### src/rtl/sym_dn_lut_loader.sv
// Write-side sequencer for the symmetric decision-node LUT: unpacks a stream of
// packed 2-bit entries into per-entry bank/address writes, one entry per write_clk.
module sym_dn_lut_loader #(
    parameter int IN_W    = 16,
    parameter int PAGE_AW = 6
) (
    input  logic               write_clk,
    input  logic               rst,
    input  logic               start,
    input  logic               abort,
    input  logic [IN_W-1:0]    in_data,
    input  logic               in_valid,
    output logic               in_ready,
    output logic               lut_in_bank0,
    output logic               lut_in_bank1,
    output logic [PAGE_AW-1:0] page_write_addr,
    output logic               write_addr_offset,
    output logic               we,
    output logic               busy,
    output logic               done
);

    localparam int SLOTS  = IN_W / 2;
    localparam int SLOT_W = (SLOTS > 1) ? $clog2(SLOTS) : 1;
    localparam int EW     = PAGE_AW + 1;

    localparam logic [SLOT_W-1:0] LAST_SLOT  = SLOT_W'(SLOTS - 1);
    localparam logic [EW-1:0]     LAST_ENTRY = '1;

    typedef enum logic [1:0] {
        S_IDLE,
        S_LOAD,
        S_WRITE,
        S_DONE
    } state_t;

    state_t            r_state;
    logic [IN_W-1:0]   r_shreg;
    logic [EW-1:0]     r_entry;
    logic [SLOT_W-1:0] r_slot;

    logic w_last_slot;
    logic w_final_entry;

    assign w_last_slot   = (r_slot == LAST_SLOT);
    assign w_final_entry = (r_entry == LAST_ENTRY);

    // Every output is a decode of registered state, so nothing combinational
    // reaches the LUT or the upstream source from this block's inputs.
    assign in_ready          = (r_state == S_LOAD) ||
                               ((r_state == S_WRITE) && w_last_slot && !w_final_entry);
    assign we                = (r_state == S_WRITE);
    assign busy              = (r_state != S_IDLE);
    assign done              = (r_state == S_DONE);
    assign lut_in_bank0      = r_shreg[0];
    assign lut_in_bank1      = r_shreg[1];
    assign page_write_addr   = r_entry[PAGE_AW:1];
    assign write_addr_offset = r_entry[0];

    // NOTE: all state uses non-blocking assignments so every register samples
    // pre-edge values regardless of statement order within the block.
    always_ff @(posedge write_clk) begin
        if (rst) begin
            r_state <= S_IDLE;
            r_shreg <= '0;
            r_entry <= '0;
            r_slot  <= '0;
        end else if (abort && (r_state != S_IDLE)) begin
            r_state <= S_IDLE;
        end else begin
            case (r_state)
                S_IDLE: begin
                    if (start) begin
                        r_entry <= '0;
                        r_state <= S_LOAD;
                    end
                end
                S_LOAD: begin
                    if (in_valid) begin
                        r_shreg <= in_data;
                        r_slot  <= '0;
                        r_state <= S_WRITE;
                    end
                end
                S_WRITE: begin
                    r_shreg <= r_shreg >> 2;
                    r_slot  <= r_slot + SLOT_W'(1);
                    // Hold at the last entry so the address never wraps.
                    if (!w_final_entry) begin
                        r_entry <= r_entry + EW'(1);
                    end
                    if (w_last_slot) begin
                        if (w_final_entry) begin
                            r_state <= S_DONE;
                        end else if (in_valid) begin
                            r_shreg <= in_data;
                            r_slot  <= '0;
                        end else begin
                            r_state <= S_LOAD;
                        end
                    end
                end
                S_DONE: begin
                    r_state <= S_IDLE;
                end
                default: begin
                    r_state <= S_IDLE;
                end
            endcase
        end
    end

endmodule

### config.mk
export PLATFORM = sky130hd
export DESIGN_NAME = sym_dn_lut_loader
export DESIGN_NICKNAME = d
export VERILOG_FILES = /design/src/rtl/sym_dn_lut_loader.sv
export SDC_FILE = /design/constraint.sdc
export NUM_CORES = 1
export LEC_CHECK = 0
export BUFFER_PORTS_ARGS = -buffer_cell sky130_fd_sc_hd__buf_4
export CAP_MARGIN = 20
export CORE_ASPECT_RATIO = 0.5
export CORE_MARGIN = 1.5
export CORE_UTILIZATION = 52
export CTS_BUF_LIST = sky130_fd_sc_hd__clkbuf_16
export CTS_CLUSTER_DIAMETER = 30
export CTS_CLUSTER_SIZE = 20
export DETAILED_ROUTE_END_ITERATION = 8
export HOLD_SLACK_MARGIN = 0.03
export PLACE_DENSITY = 0.88
export SLEW_MARGIN = 10
export SYNTH_ARGS = -nofsm -noshare
export SYNTH_HDL_FRONTEND = slang
export SYNTH_SLANG_ARGS = --single-unit
### constraint.sdc
create_clock -name write_clk -period 2.2 [get_ports write_clk]
set_input_delay 0.22 -clock write_clk [delete_from_list [all_inputs] [get_ports write_clk]]
set_output_delay 0.22 -clock write_clk [all_outputs]
set_load 0.05 [all_outputs]
==> reports/metrics.yaml, run 1 <==
run_status:
  status: "complete, no violations"
setup_path:
  end_kind: "flop"
  arrival_ns: 2.24
  cp-start-kind: "flop"
  path_cells: "inv_1 > ha_1 > and4_4 > and2_4 > or4_1 > a21boi_1"
  cpMaxStageDelayCell: "or4_1"
  critPathKind: "reg -> reg"
  slowest_delay_ns: 0.50
  reg2reg_depth: 6
  critPathMaxFanout: 14
  cp_data_required_time_ns: 2.40
clocking:
  htreeDepth: 1
  numCtsBuffers: 3
  hold_buffers: 0
  cts_buffer_depth: 2
  cts_setup_buffers: 0
  cts_sinks: 28
  clock_latency_ns: 0.26
  post_cts_resize_count: 0
  clk_pin_slew_ns: 0.07
  cts_tree: "done"
  cts-root-buf: "clkbuf_16"
synth:
  synth_nets: 204
  synth_seq_area_share_pct: 38.65
  synth_area_um2: 1450
  synth_area_leader_cell: "dfxtp_1"
  synthTopCellsByArea: "dfxtp_1 39%, a211oi_1 8.3%, a21oi_1 7.9%"
  synth_edf_count: 0
  synth_flop_cell: "dfxtp_1"
  synth.avg_cell_area_um2: 8.334
  synth.distinct_cells: 36
  async_reset_ff_share_pct: 0
  ys_ff_latch: 28
  yosys.area.top_type_share_pct: 38.65
  syn_inst: 174
  ys_warn_count: 0
sta:
  max_freq_mhz: 489.4
  final.period_utilization_pct: 92.88
  grt_setup_unrepaired: "false"
  holdWs_ns: 0.1967
  max_slew.worst_pin.slew_ns: 0.6299
  relSlewSlack_pct: 58.01
  fin_setup_tns_ns: 0
  finClkSkew_ns: 0.002762
  hold_viol: 0
  slew_violations: 0
  fin_crit_ns: 2.043
  setup_viol: 0
floorplan:
  die-area_um2: 3134
  die-width_um: 77.68
  die_y_um: 40.34
  row_count: 13
  placeableCoreArea_um2: 2619
  io_pins: 34
  initial_core_util_pct: 55.38
global_route:
  grt_pass1_wl_um: 5485
  antenna_found_initial: 0
  grt.total_usage_pct: 22.84
  overflow: 0
  grt_pass1_vias: 1234
  grt_max_degree: 27
detailed_routing:
  wl_per_cell_um: 14.17
  viasPerCell: 5.880
  drtAntennaViolNets: 0
  drtIter0Drc: 138
  firstDrtPassIters: 4
  wirelength_um: 3429
  drc: 0
  vias: 1423
final_layout:
  drive_above_1_share_pct: 22.93
  synthToLayoutAreaGrowth_pct: 25.88
  fin_util_pct: 69.71
  layout.nets: 236
  n_fill_cell: 208
  diodes: 0
  fin_cells: 242
pwr:
  p_comb_share_pct: 44.1
  p_int_mw: 1.321
  power_leakage_nw: 0.7873
  sw_frac_of_total_pct: 38.74
  clock_power_share_pct: 24.8
  seq_power_share_pct: 31.0
  power.density_nw_per_um2: 1181
  vdd_drop_max_mv: 0.7004
  power.switching_uw: 835.4
  p_total_mw: 2.157
hold_path:
  worstHoldPathType: "in -> reg"
  hold_depth: 2
job:
  drv_cap: 0
placement:
  dpl.hpwl_um: 2242
  dpl.cell_count: 238
  port_buffers: 33
  place.gp.congestion: 0.8768
layer usage:
| metal | part of all wire, % | global-route usage [%] | up-vias | wire length [um] |
|---|---|---|---|---|
| met3 | 4.9 | 5.682 | 6 | 167 |
| li1 | - | - | 707 | - |
| met2 | 48 | 40.65 | 49 | 1640 |
| met4 | 1.2 | 10.00 | 0 | 41 |
| met5 | 0 | 0 | - | 0 |
| met1 | 46 | 27.63 | 661 | 1579 |
synthesized netlist by cell type (all sizes together), types with 3 or more instances:
cell / count
a211oi: 16
a21boi: 3
a21oi: 23
buf: 6
clkbuf: 5
dfxtp: 28
ha: 9
inv: 4
nand2: 20
nand3: 7
nor2: 18
o21ai: 4
o31ai: 3
or4: 3
placed cells by master (no fill, tap or decap), types with 3 or more instances in the layout:
cell type and instances:
buf_4 38, dfxtp_1 28, a21oi_1 23, nand2_1 20, nor2_1 18, a211oi_1 16
ha_1 9, nand3_1 7, inv_1 4, o21ai_0 4, o31ai_1 3, or4_1 3
clkbuf_16 3
final cells by class:
cell class,count,area (um^2),share of cell area (%)
Sequential cell,28,560.5,30.71
Clock inverter,1,30.03,1.645
Tap cell,37,46.29,2.536
Timing Repair Buffer,38,285.3,15.63
Clock buffer,3,75.07,4.112
Inverter,4,15.01,0.8225
Multi-Input combinational cell,131,813.3,44.55
cell families after synthesis:
| family | share of synthesized area (%) |
|---|---|
| AOI/OAI and AO/OA | 27.78 |
| and+or+nand+nor | 20.53 |
| DFF | 38.65 |
| buffers and inverters | 5.263 |
| adders and majority gates | 7.765 |
worst max-delay path: cells and delay by family, from the launching register on:
family                     cells  cell delay (ns)
and+or+nand+nor                3             0.96
DFF                            1             0.40
AOI/OAI and AO/OA              1             0.14
adders and majority gates      1             0.37
buffers and inverters          1             0.12
power groups by stage:
stage	logic [mW]	clock network, mW	registers (mW)
floorplan	0.665	0	0.701
global placement	0.920	0	0.674
detailed placement	0.935	0	0.679
CTS	0.946	0.543	0.667
global route	1.04	0.569	0.681
finish	0.952	0.536	0.669
sequential cells by signal, indices dropped and copies added (netlist names):
name	flops
r_slot	3
r_state	2
r_entry	7
r_shreg	16
final timing paths:
check                          startpoint                       end  slack, ns
setup / recovery  r_state[0]$_SDFFE_PP0P_   r_entry[3]$_SDFFE_PP0P_       0.16
hold / removal                in_data[15]  r_shreg[15]$_SDFFE_PP0P_       0.20
setup reg to reg  r_state[0]$_SDFFE_PP0P_   r_entry[3]$_SDFFE_PP0P_       0.16
hold reg to reg    r_slot[1]$_SDFFE_PP0P_    r_slot[1]$_SDFFE_PP0P_       0.47
stage by stage:
step                area, um^2  setup slack (ns)
detailed placement        1720            0.2246
finish                    1826            0.1567
CTS                       1826            0.1919
floorplan                 1450            0.1217
global route              1826           0.03437
global placement          1720            0.3010
No activity file was read; power rests on OpenSTA's default activity.
==> inputs of run 2 (changes only) <==
--- a/config.mk
+++ b/config.mk
@@ -15,7 +15,7 @@
 export CTS_CLUSTER_SIZE = 20
 export DETAILED_ROUTE_END_ITERATION = 8
 export HOLD_SLACK_MARGIN = 0.03
-export PLACE_DENSITY = 0.88
+export PLACE_DENSITY = 0.83
 export SLEW_MARGIN = 10
 export SYNTH_ARGS = -nofsm -noshare
 export SYNTH_HDL_FRONTEND = slang
==> reports/metrics.yaml, run 2 (synthesis results as in run 1) <==
run_status:
  status: "complete, no violations"
final_layout:
  layout_common_cells: "39 x buf_4, 28 x dfxtp_1, 23 x a21oi_1"
  diodes: 0
  n_fill_cell: 212
  synthToLayoutAreaGrowth_pct: 26.40
  drive_above_1_share_pct: 23.30
  max_flop_register: "r_shreg"
  reg.largest.list: "r_shreg (16), r_entry (7), r_slot (3)"
  layout.nets: 237
  largest_reg_flops: 16
  final_common_cell: "buf_4"
  fin_cells: 243
setup_path:
  critPathKind: "reg -> out"
  cp_data_required_time_ns: 1.98
  arrival_ns: 1.70
  reg2reg_depth: 6
  r2r-start: "r_state[0]$_SDFFE_PP0P_"
  path_cells: "ha_1 > nand4_1 > a31o_2 > buf_4"
  slowest_delay_ns: 0.42
  r2r_slack_ns: 0.30
  critPathMaxFanout: 7
  end_kind: "output pin"
  cpMaxStageDelayCell: "dfxtp_1"
  cp-start-kind: "flop"
  r2r-end: "r_entry[5]$_SDFFE_PP0P_"
detailed_routing:
  viasPerCell: 5.868
  drtIter0Drc: 69
  vias: 1426
  wl_per_cell_um: 13.86
  drc: 0
  wirelength_um: 3367
  firstDrtPassIters: 4
  drtAntennaViolNets: 0
floorplan:
  initial_core_util_pct: 55.38
  placeableCoreArea_um2: 2619
  row_count: 13
  io_pins: 34
  die-area_um2: 3134
  die-width_um: 77.68
  die_y_um: 40.34
pwr:
  vdd_drop_max_mv: 0.5806
  power.density_nw_per_um2: 1178
  power_leakage_nw: 0.7927
clocking:
  numCtsBuffers: 3
  post_cts_resize_count: 0
  cts-root-buf: "clkbuf_16"
  cts_setup_buffers: 0
  cts_sinks: 28
  cts_buffer_depth: 2
  cts_tree: "done"
  htreeDepth: 1
  hold_buffers: 0
  clock_latency_ns: 0.26
  clk_pin_slew_ns: 0.06
hold_path:
  hold_depth: 2
  hold_end: "r_shreg[14]$_SDFFE_PP0P_"
  worstHoldPathType: "in -> reg"
  hp-start: "in_data[14]"
placement:
  port_buffers: 33
  place.gp.congestion: 0.7972
  dpl.cell_count: 239
  dpl.hpwl_um: 2269
sta:
  final.period_utilization_pct: 87.48
  relSlewSlack_pct: 61.93
  max_slew.worst_pin.slew_ns: 0.5711
  hold_viol: 0
  finClkSkew_ns: 0.007111
  fin_crit_ns: 1.924
  setup_viol: 0
  slew_violations: 0
  grt_setup_unrepaired: "false"
  fin_setup_tns_ns: 0
  max_freq_mhz: 519.6
global_route:
  antenna_found_initial: 0
  grt_pass1_vias: 1229
  grt.total_usage_pct: 22.83
  grt_max_degree: 27
  overflow: 0
  grt_pass1_wl_um: 5437
job:
  drv_cap: 0
[run 2: power by group]
part | switching (mW) | total [mW] | leakage [nW] | internal [mW]
logic | 0.599 | 0.954 | 0.513 | 0.355
clock network | 0.175 | 0.537 | 0.0511 | 0.362
registers | 0.0596 | 0.668 | 0.229 | 0.608
[run 2: metrics by stage]
stage / total power [mW] / worst slack, ns / utilization (%) / hold slack [ns] / instance area (um^2)
global route: 2.314 / 0.1250 / 70.00 / 0.1954 / 1833
floorplan: 1.365 / 0.1217 / - / 0.3610 / 1450
detailed placement: 1.612 / 0.3258 / 65.98 / 0.4611 / 1728
CTS: 2.167 / 0.2873 / 70.00 / 0.1962 / 1833
finish: 2.159 / 0.2755 / 70.00 / 0.1983 / 1833
global placement: 1.598 / 0.3798 / 65.98 / 0.4458 / 1728
[run 2: worst max-delay path by stage]
stage | start | to | cells past startpoint
2_1_floorplan | r_state[0]$_SDFFE_PP0P_ | r_entry[3]$_SDFFE_PP0P_ | 7
3_3_place_gp | r_state[1]$_SDFFE_PP0P_ | r_shreg[6]$_SDFFE_PP0P_ | 7
3_5_place_dp | r_state[0]$_SDFFE_PP0P_ | r_entry[5]$_SDFFE_PP0P_ | 6
4_1_cts | r_entry[0]$_SDFFE_PP0P_ | in_ready | 4
5_1_grt | r_state[0]$_SDFFE_PP0P_ | r_entry[4]$_SDFFE_PP0P_ | 6
6_report | r_entry[0]$_SDFFE_PP0P_ | in_ready | 4
[run 2: layout make-up]
cell class	instances	area, um^2	share of cell area [%]
Timing Repair Buffer	39	292.8	15.97
Tap cell	37	46.29	2.526
Clock buffer	3	75.07	4.096
Clock inverter	1	30.03	1.638
Sequential cell	28	560.5	30.58
Multi-Input combinational cell	131	813.3	44.37
Inverter	4	15.01	0.8191
[run 2: worst max-delay path, delay by kind of cell, from the launching register on]
family                     cells  cell delay, ns
adders and majority gates      1            0.32
AOI/OAI and AO/OA              1            0.30
and+or+nand+nor                1            0.22
DFF                            1            0.42
buffers and inverters          1            0.18
[run 2: routing by layer]
metal / GRT usage [%] / wire length, um / vias up
li1: - / - / 708
met5: 0 / 0 / -
met3: 4.773 / 142 / 6
met1: 28.13 / 1544 / 675
met4: 9.091 / 67 / 0
met2: 41.09 / 1613 / 37
==> inputs of run 3 (changes only) <==
--- a/config.mk
+++ b/config.mk
@@ -9,13 +9,13 @@
 export CAP_MARGIN = 20
 export CORE_ASPECT_RATIO = 0.5
 export CORE_MARGIN = 1.5
-export CORE_UTILIZATION = 52
+export CORE_UTILIZATION = 40
 export CTS_BUF_LIST = sky130_fd_sc_hd__clkbuf_16
 export CTS_CLUSTER_DIAMETER = 30
 export CTS_CLUSTER_SIZE = 20
 export DETAILED_ROUTE_END_ITERATION = 8
 export HOLD_SLACK_MARGIN = 0.03
-export PLACE_DENSITY = 0.83
+export PLACE_DENSITY = 0.67
 export SLEW_MARGIN = 10
 export SYNTH_ARGS = -nofsm -noshare
 export SYNTH_HDL_FRONTEND = slang
==> reports/metrics.yaml, run 3 (synthesis results as in run 1) <==
run_status:
  status: "complete, no violations"
job:
  drv_cap: 0
setup_path:
  crit_path_end: "r_shreg[8]$_SDFFE_PP0P_"
  critPathLaunch: "r_state[0]$_SDFFE_PP0P_"
  r2r_slack_ns: 0.21
  slowest_delay_ns: 0.42
  critPathMaxFanout: 15
  end_kind: "flop"
  arrival_ns: 2.16
  critPathKind: "reg -> reg"
  cp-start-kind: "flop"
  reg2reg_depth: 6
  cp_data_required_time_ns: 2.37
  r2r-end: "r_shreg[8]$_SDFFE_PP0P_"
  cpMaxStageDelayCell: "a21o_1"
  r2r-start: "r_state[0]$_SDFFE_PP0P_"
  path_cells: "inv_1 > ha_1 > a21boi_0 > a21o_1 > a21oi_1 > a211oi_1"
clocking:
  hold_buffers: 0
  cts_tree: "done"
  cts-root-buf: "clkbuf_16"
  cts_setup_buffers: 0
  clock_latency_ns: 0.26
  cts_buffer_depth: 2
  numCtsBuffers: 3
  cts_sinks: 28
  post_cts_resize_count: 0
  clk_pin_slew_ns: 0.07
  htreeDepth: 1
sta:
  slew_violations: 0
  setup_viol: 0
  final.period_utilization_pct: 90.36
  grt_setup_unrepaired: "false"
  hold_viol: 0
  max_slew.worst_pin.slew_ns: 0.6481
  finClkSkew_ns: 0.003809
  relSlewSlack_pct: 56.79
  holdWs_ns: 0.1953
  fin_setup_tns_ns: 0
  fin_crit_ns: 1.988
  max_freq_mhz: 503.0
pwr:
  p_int_mw: 1.205
  power.density_nw_per_um2: 1113
  clock_power_share_pct: 20.4
  seq_power_share_pct: 32.9
  power.switching_uw: 824.9
  vdd_drop_max_mv: 0.4618
  sw_frac_of_total_pct: 40.63
  p_comb_share_pct: 46.7
  power_leakage_nw: 0.7802
final_layout:
  seq_area_um2: 560.5
  synthToLayoutAreaGrowth_pct: 25.80
  diodes: 0
  layout_common_cells: "39 x buf_4, 28 x dfxtp_1, 23 x a21oi_1"
  multiInputGateArea_um2: 813.3
  drive_above_1_share_pct: 22.82
  reg.largest.list: "r_shreg (16), r_entry (7), r_slot (3)"
  fin_util_pct: 52.83
  final_common_cell: "buf_4"
  max_flop_register: "r_shreg"
  largest_reg_flops: 16
  layout.nets: 237
  n_fill_cell: 339
floorplan:
  die_y_um: 45.58
  initial_core_util_pct: 41.99
  die-width_um: 88.15
  io_pins: 34
  row_count: 15
  die-area_um2: 4017
  placeableCoreArea_um2: 3453
placement:
  place.gp.congestion: 0.8217
  port_buffers: 33
  dpl.hpwl_um: 2405
detailed_routing:
  wirelength_um: 3354
  firstDrtPassIters: 4
  viasPerCell: 5.350
  vias: 1375
  drtIter0Drc: 40
  wl_per_cell_um: 13.05
  drc: 0
  drtAntennaViolNets: 0
global_route:
  grt_pass1_wl_um: 5492
  grt_pass1_vias: 1219
  grt.total_usage_pct: 17.58
  grt_max_degree: 27
  overflow: 0
  antenna_found_initial: 0
hold_path:
  worstHoldPathType: "in -> reg"
run 3: changes by cell type in the layout (fill, tap and decap cells not counted):
| cell | previous run | this run |
|---|---|---|
| bufinv_16 | 1 | 0 |
| clkinv_1 | 0 | 1 |
run 3: worst max-delay path, delay by kind of cell (launching register included):
family / cells / cell delay [ns]
adders and majority gates: 1 / 0.34
AOI/OAI and AO/OA: 4 / 1.10
DFF: 1 / 0.34
buffers and inverters: 1 / 0.12
run 3: worst min path at each step:
stage,end,startpoint,cells after the start
after floorplan,r_shreg[10]$_SDFFE_PP0P_,in_data[10],2
after global placement,r_slot[1]$_SDFFE_PP0P_,r_slot[1]$_SDFFE_PP0P_,2
after detailed placement,r_shreg[15]$_SDFFE_PP0P_,in_data[15],2
after CTS,r_shreg[15]$_SDFFE_PP0P_,in_data[15],2
after global routing,r_shreg[15]$_SDFFE_PP0P_,in_data[15],2
final,r_shreg[15]$_SDFFE_PP0P_,in_data[15],2
run 3: layer usage:
layer	vias to the layer above	wire, um	share of wire [%]	global-route usage [%]
met3	2	83	2.5	3.986
li1	709	-	-	-
met4	0	19	0.57	2.813
met1	647	1705	51	23.63
met2	17	1547	46	29.92
met5	-	0	0	0
run 3: power by group through the flow:
| stage | combinational [mW] | clock (mW) | sequential, mW |
|---|---|---|---|
| after detailed placement | 0.947 | 0 | 0.676 |
| after floorplan | 0.665 | 0 | 0.701 |
| final | 0.948 | 0.415 | 0.668 |
| after global routing | 1.06 | 0.440 | 0.681 |
| after CTS | 0.951 | 0.427 | 0.666 |
| after global placement | 0.934 | 0 | 0.677 |
run 3: final cells by class:
cell class	instances	area share, %
clock inverters	1	0.2058
well taps	51	3.498
flip-flops and latches	28	30.73
clock buffers	3	4.115
multi-input cells	131	44.58
inverters	4	0.8230
repair buffers	39	16.05
run 3: through the flow:
| stage | cell area (um^2) | cells | power, mW | setup slack, ns |
|---|---|---|---|---|
| 6_report | 1824 | 257 | 2.030 | 0.2121 |
| 5_1_grt | 1824 | 257 | 2.178 | 0.01955 |
| 4_1_cts | 1824 | 257 | 2.043 | 0.2062 |
| 3_5_place_dp | 1745 | 253 | 1.623 | 0.2243 |
| 3_3_place_gp | 1745 | 253 | 1.611 | 0.3189 |
| 2_1_floorplan | 1450 | 174 | 1.365 | 0.1217 |
